$ cat src/rtl/sscapture_pkg.sv
// rtl/sscapture_pkg.sv - segment glyph constants and FSM state type for sscapture
package sscapture_pkg;

   localparam logic [6:0] SEG_0     = 7'h3F;
   localparam logic [6:0] SEG_1     = 7'h06;
   localparam logic [6:0] SEG_2     = 7'h5B;
   localparam logic [6:0] SEG_3     = 7'h4F;
   localparam logic [6:0] SEG_4     = 7'h66;
   localparam logic [6:0] SEG_5     = 7'h6D;
   localparam logic [6:0] SEG_6     = 7'h7D;
   localparam logic [6:0] SEG_7     = 7'h07;
   localparam logic [6:0] SEG_8     = 7'h7F;
   localparam logic [6:0] SEG_9     = 7'h67;
   localparam logic [6:0] SEG_A     = 7'h77;
   localparam logic [6:0] SEG_B     = 7'h7C;
   localparam logic [6:0] SEG_C     = 7'h39;
   localparam logic [6:0] SEG_D     = 7'h5E;
   localparam logic [6:0] SEG_E     = 7'h79;
   localparam logic [6:0] SEG_F     = 7'h71;
   localparam logic [6:0] SEG_BLANK = 7'h00;

   typedef enum logic [1:0] {IDLE, SETTLE, HELD} state_t;

endpackage

$ cat src/rtl/sspat2hex.sv
// rtl/sspat2hex.sv - maps a 7-segment pattern {g..a} back to its hex nibble
// Blank counts as valid so callers only need to check valid for errors.
module sspat2hex
   import sscapture_pkg::*;
(
   input  logic [6:0] pat,
   output logic [3:0] nibble,
   output logic       valid,
   output logic       blank
);

   always_comb begin
      nibble = 4'h0;
      valid  = 1'b1;
      blank  = 1'b0;
      case (pat)
         SEG_0:     nibble = 4'h0;
         SEG_1:     nibble = 4'h1;
         SEG_2:     nibble = 4'h2;
         SEG_3:     nibble = 4'h3;
         SEG_4:     nibble = 4'h4;
         SEG_5:     nibble = 4'h5;
         SEG_6:     nibble = 4'h6;
         SEG_7:     nibble = 4'h7;
         SEG_8:     nibble = 4'h8;
         SEG_9:     nibble = 4'h9;
         SEG_A:     nibble = 4'hA;
         SEG_B:     nibble = 4'hB;
         SEG_C:     nibble = 4'hC;
         SEG_D:     nibble = 4'hD;
         SEG_E:     nibble = 4'hE;
         SEG_F:     nibble = 4'hF;
         SEG_BLANK: blank  = 1'b1;
         default:   valid  = 1'b0;
      endcase
   end

endmodule

$ cat src/rtl/sscapture.sv
// rtl/sscapture.sv - captures a multiplexed 7-segment display bus into a hex frame word
// Each stable digit episode is accepted once; a frame is published when all digits are seen.
module sscapture
   import sscapture_pkg::*;
#(
   parameter int NUM_DIGITS    = 8,
   parameter int STABLE_CYCLES = 4
) (
   input  logic                    clk,
   input  logic                    nrst,
   input  logic [6:0]              seg_in,
   input  logic [NUM_DIGITS-1:0]   dig_sel,
   input  logic                    clear,
   output logic [4*NUM_DIGITS-1:0] value,
   output logic [NUM_DIGITS-1:0]   blank_mask,
   output logic                    frame_valid,
   output logic                    err_invalid,
   output logic                    err_onehot
);

   localparam logic [7:0]            STABLE_MAX = 8'(STABLE_CYCLES);
   localparam logic [NUM_DIGITS-1:0] ALL_SEEN   = '1;
   localparam logic [NUM_DIGITS-1:0] DIG_ONE    = NUM_DIGITS'(1);

   logic [6:0]              samp_seg;
   logic [NUM_DIGITS-1:0]   samp_dig;
   logic [7:0]              stab_cnt;
   state_t                  state, state_nxt;
   logic [4*NUM_DIGITS-1:0] stage_val;
   logic [NUM_DIGITS-1:0]   stage_blank;
   logic [NUM_DIGITS-1:0]   seen;
   logic                    changed;
   logic                    last_stable;
   logic                    accept;
   logic                    dig_onehot;
   logic                    write_ok;
   logic                    frame_done;
   logic [3:0]              pat_nib;
   logic                    pat_valid;
   logic                    pat_blank;

   // Compare the incoming sample against the held one so the counter hits
   // STABLE_CYCLES on the same edge that stores the last identical sample.
   assign changed     = (seg_in != samp_seg) || (dig_sel != samp_dig);
   assign last_stable = !changed && (stab_cnt == STABLE_MAX - 8'd1);
   assign dig_onehot  = (samp_dig != '0) && ((samp_dig & (samp_dig - DIG_ONE)) == '0);
   assign write_ok    = accept && dig_onehot && pat_valid;
   assign frame_done  = (seen == ALL_SEEN);

   sspat2hex u_pat2hex (
      .pat    (samp_seg),
      .nibble (pat_nib),
      .valid  (pat_valid),
      .blank  (pat_blank)
   );

   always_ff @(posedge clk or negedge nrst) begin
      if (!nrst) begin
         samp_seg <= '0;
         samp_dig <= '0;
         stab_cnt <= '0;
      end else begin
         samp_seg <= seg_in;
         samp_dig <= dig_sel;
         if (changed)
            stab_cnt <= 8'd1;
         else if (stab_cnt != STABLE_MAX)
            stab_cnt <= stab_cnt + 8'd1;
      end
   end

   always_ff @(posedge clk or negedge nrst) begin
      if (!nrst)
         state <= IDLE;
      else
         state <= state_nxt;
   end

   always_comb begin
      state_nxt = state;
      if (changed)
         state_nxt = (dig_sel == '0) ? IDLE : SETTLE;
      else if (state == SETTLE && last_stable)
         state_nxt = HELD;
   end

   always_comb begin
      accept = (state == SETTLE) && last_stable;
   end

   // Clear takes priority over both accept and publish, but leaves value intact.
   always_ff @(posedge clk or negedge nrst) begin
      if (!nrst) begin
         stage_val   <= '0;
         stage_blank <= '0;
         seen        <= '0;
         value       <= '0;
         blank_mask  <= '0;
         frame_valid <= 1'b0;
         err_invalid <= 1'b0;
         err_onehot  <= 1'b0;
      end else if (clear) begin
         stage_val   <= '0;
         stage_blank <= '0;
         seen        <= '0;
         frame_valid <= 1'b0;
         err_invalid <= 1'b0;
         err_onehot  <= 1'b0;
      end else begin
         frame_valid <= frame_done;
         if (frame_done) begin
            value      <= stage_val;
            blank_mask <= stage_blank;
         end
         if (accept && !dig_onehot)
            err_onehot <= 1'b1;
         if (accept && dig_onehot && !pat_valid)
            err_invalid <= 1'b1;
         for (int i = 0; i < NUM_DIGITS; i++) begin
            if (write_ok && samp_dig[i]) begin
               stage_val[4*i +: 4] <= pat_nib;
               stage_blank[i]      <= pat_blank;
            end
         end
         seen <= (frame_done ? '0 : seen) | (write_ok ? samp_dig : '0);
      end
   end

endmodule

$ cat config.mk
export PLATFORM = sky130hd
export DESIGN_NAME = sscapture
export DESIGN_NICKNAME = d
export VERILOG_FILES = /design/src/rtl/sscapture_pkg.sv /design/src/rtl/sspat2hex.sv /design/src/rtl/sscapture.sv
export SDC_FILE = /design/constraint.sdc
export NUM_CORES = 1
export LEC_CHECK = 0
export ABC_AREA = 0
export BUFFER_PORTS_ARGS = -buffer_cell sky130_fd_sc_hd__buf_2
export CORE_MARGIN = 2
export CORE_UTILIZATION = 50
export CTS_CLUSTER_SIZE = 28
export DETAILED_ROUTE_END_ITERATION = 7
export PLACE_DENSITY_LB_ADDON = 0.12
export SETUP_SLACK_MARGIN = 0.05
export SYNTH_ARGS = -nofsm -noshare
export SYNTH_HDL_FRONTEND = slang
export SYNTH_SLANG_ARGS = --single-unit
$ cat constraint.sdc
create_clock -name clk -period 2.16 [get_ports clk]
set_input_delay 0.324 -clock clk [delete_from_list [all_inputs] [get_ports clk]]
set_output_delay 0.324 -clock clk [all_outputs]
set_load 0.05 [all_outputs]
==> metrics.cfg <==
[status]
status=complete, but fails checks
failed_checks=negative setup slack

[power]
leakagePower_nw=3.51
power_density_mw_per_mm2=767
ir_worst_vdd_uv=428

[logic_synthesis]
synth_simple_gate_area_share_pct=17.2
synth_compound_area_share_pct=4.44
yosysSeqAreaShare_pct=55.1
ys_ff_latch=116
synthFlopType=dfrtp_1
syn_inst=435
synth_edf_count=0
synth_warnings=0
synth-xor-area-share_pct=3.82
avgSynthCellArea_um2=12.1
synth_top_family_by_area=simple AND/OR/NAND/NOR gates
async_reset_ff_share_pct=100
synth_mux_area_share_pct=16.3
synthesis.area_mm2=0.00527
synthesis.nets=455
yosysUniqueCellTypes=46
synthAdderAreaFrac_pct=0.475

[min_path]
holdPathStages=2
hp-class=input pin to register
hp-start=dig_sel[6]
min_to=samp_dig[6]

[die]
initial_utilization_pct=51.3
num_io_pins=61
dieHeight_um=107
rows=37
die_x_um=107
die_area_mm2=0.0114
core-area_mm2=0.0103

[global_route]
grt_usage_pct=22.7
grt_overflow=0
grt_pass1_vias=3988
grt_max_degree=61
grtUsageMet1_pct=30.1
busiest_layer=met2
antenna_found_initial=0
groute.layer.met2.usage_pct=36.7
met3_usage_pct=5.90
grt_first_pass_wirelength_mm=19.9

[critical_path]
reg2regPathDepth=7
cp_data_arrival_time_ns=2.75
cp-end-kind=register
r2r_start=samp_dig[3]
reg2reg_to=stage_val[5]
criticalPathCategory=register to register
cpMaxStageDelayCell=dfrtp_2
critPathBufInv=1
crit_chain=nor4_4, nand4b_1, and4_4, a2111oi_4, buf_4, nand3_2, mux2i_1
start_kind=register
cp.required_ns=2.59
r2r_slack_ns=-0.16
cpPeakStageDelay_ns=0.48
cp_top_family=simple AND/OR/NAND/NOR gates
worstPathMaxFanout=6

[sta]
setup_violations=49
max_freq_mhz=430
timing.final.crit_share_pct=108
slew_violations=0
tightest_slew_ns=0.538
finalHoldViolations=0
rsz0062_at_grt=yes
fin_crit_ns=2.32
finClkSkew_ns=0.00934
setup_ws_ns=-0.164
slew_headroom_pct=64.1

[clocking]
clock_sinks=116
numCtsBuffers=17
clkTransAtPathRegs_ns=0.06
clockRootBuffer=clkbuf_8
cts.htree.levels=4
clk_path_buf_depth=2
cts_tree=yes
insertion_delay_ns=0.52

[route]
num_vias=3848
wl_mm=11.9
wire_per_inst_um=16.6
dr.pass1.iters=4
drc=0
via_per_inst=5.37
drtIter0Drc=220
ant_nets=0

[final_layout]
nets=587
n_antenna_cell=0
num-fill-cells=758
stdcell_area_mm2=0.00715
drive_gt1_share_pct=42.2
area.growth.synth_to_final_pct=35.6
post-route-util_pct=69.5

[place]
pre_cts_ws_ns=-0.246
place_hpwl_mm=7.46
io_buffers=60
place_congestion=0.774
dpl-instance-area_mm2=0.00611

[job]
maxCapViolCount=0

-- power breakdown --
group          switching [mW]  internal (mW)
Combinational           0.161          0.135
Clock                   0.997           1.97
Sequential             0.0321           2.19
Total                    1.19           4.29
-- worst max-delay path by stage --
stage,end,cells after the start,from
floorplan,stage_val[24],7,samp_dig[4]
global placement,stage_val[2],7,samp_seg[4]
detailed placement,stage_val[4],7,samp_seg[4]
CTS,stage_val[21],8,samp_dig[2]
global route,stage_val[21],8,stab_cnt[7]
finish,stage_val[5],7,samp_dig[3]
-- cell families after synthesis --
family | Yosys count
XOR/XNOR | 23
multiplexers | 81
AND/OR/NAND/NOR | 146
flip-flops | 116
buffers and inverters | 32
adder cells (fa/ha/maj) | 2
AO/OA/AOI/OAI | 35
-- Yosys cell counts (2+ instances only) --
library cell,count,area [um^2]
a211oi_1,2,15.0
a21oi_1,16,80.1
a31oi_1,2,12.5
and3_1,5,31.3
buf_1,2,7.51
buf_2,5,25.0
clkbuf_1,17,63.8
dfrtp_1,116,2900
ha_1,2,25.0
inv_1,6,22.5
mux2_2,40,450
mux2i_1,41,410
nand2_1,13,48.8
nand2b_1,46,288
nand3_1,17,85.1
nand3_2,7,70.1
nand3_4,3,52.6
nand4_1,6,37.5
nand4b_1,4,35.0
nor2_1,20,75.1
nor2b_1,3,18.8
nor3_1,3,15.0
nor4_1,5,31.3
o21ai_0,3,15.0
o21bai_1,4,30.0
o22ai_1,3,18.8
or2_2,2,12.5
or3_1,2,12.5
or4_1,2,15.0
xnor2_1,7,61.3
xor2_1,16,140
-- cell usage in the layout, fill, tap and decap left out, types with 14 or more instances in the layout --
cell	instances
dfrtp_1	107
buf_2	60
mux2_2	40
xor2_1	15
dlygate4sd3_1	14
nand2b_1	46
clkbuf_16	16
buf_4	56
nor2_1	18
mux2i_1	41
-- registers in the layout, indices dropped and copies added (netlist names), 7 cells and up --
signal / count
blank_mask: 8
samp_dig: 8
samp_seg: 7
seen: 8
stab_cnt: 8
stage_blank: 8
stage_val: 32
value: 32
-- routing by layer --
layer  up-vias  routed length, um
met3        14                467
li1       1780                  -
met5         -                  0
met1      1955               5340
met4         0                163
met2        99               5910
-- repair_timing --
item | 4_1_cts | 5_1_grt
hold buffers | 14 | 0
cloned | 1 | 0
resized for setup | 28 | 13
endpoints found under the hold margin | 51 | 0
endpoints found under the setup margin | 51 | 54
buffers inserted | 5 | 7
pin swaps | 14 | 12
-- final cells by class --
| cell class | count | area, um^2 | area share, % |
|---|---|---|---|
| well taps | 136 | 170 | 2.38 |
| clock buffers | 20 | 455 | 6.37 |
| multi-input cells | 287 | 2410 | 33.7 |
| flip-flops and latches | 116 | 2910 | 40.8 |
| repair buffers | 139 | 997 | 14.0 |
| inverters | 6 | 22.5 | 0.315 |
| clock inverters | 12 | 176 | 2.47 |
-- stage by stage --
step           std cells  hold slack (ns)  setup TNS, ns  total power [mW]
2_1_floorplan        435           0.0284         -0.431              2.37
4_1_cts              710           0.0215          -3.52              5.53
3_5_place_dp         658            0.341          -9.91              2.51
5_1_grt              716           0.0248          -7.99              5.66
3_3_place_gp         658            0.341          -9.30              2.51
6_report             716           0.0473          -4.82              5.48
(Power assumes the default switching activity.)
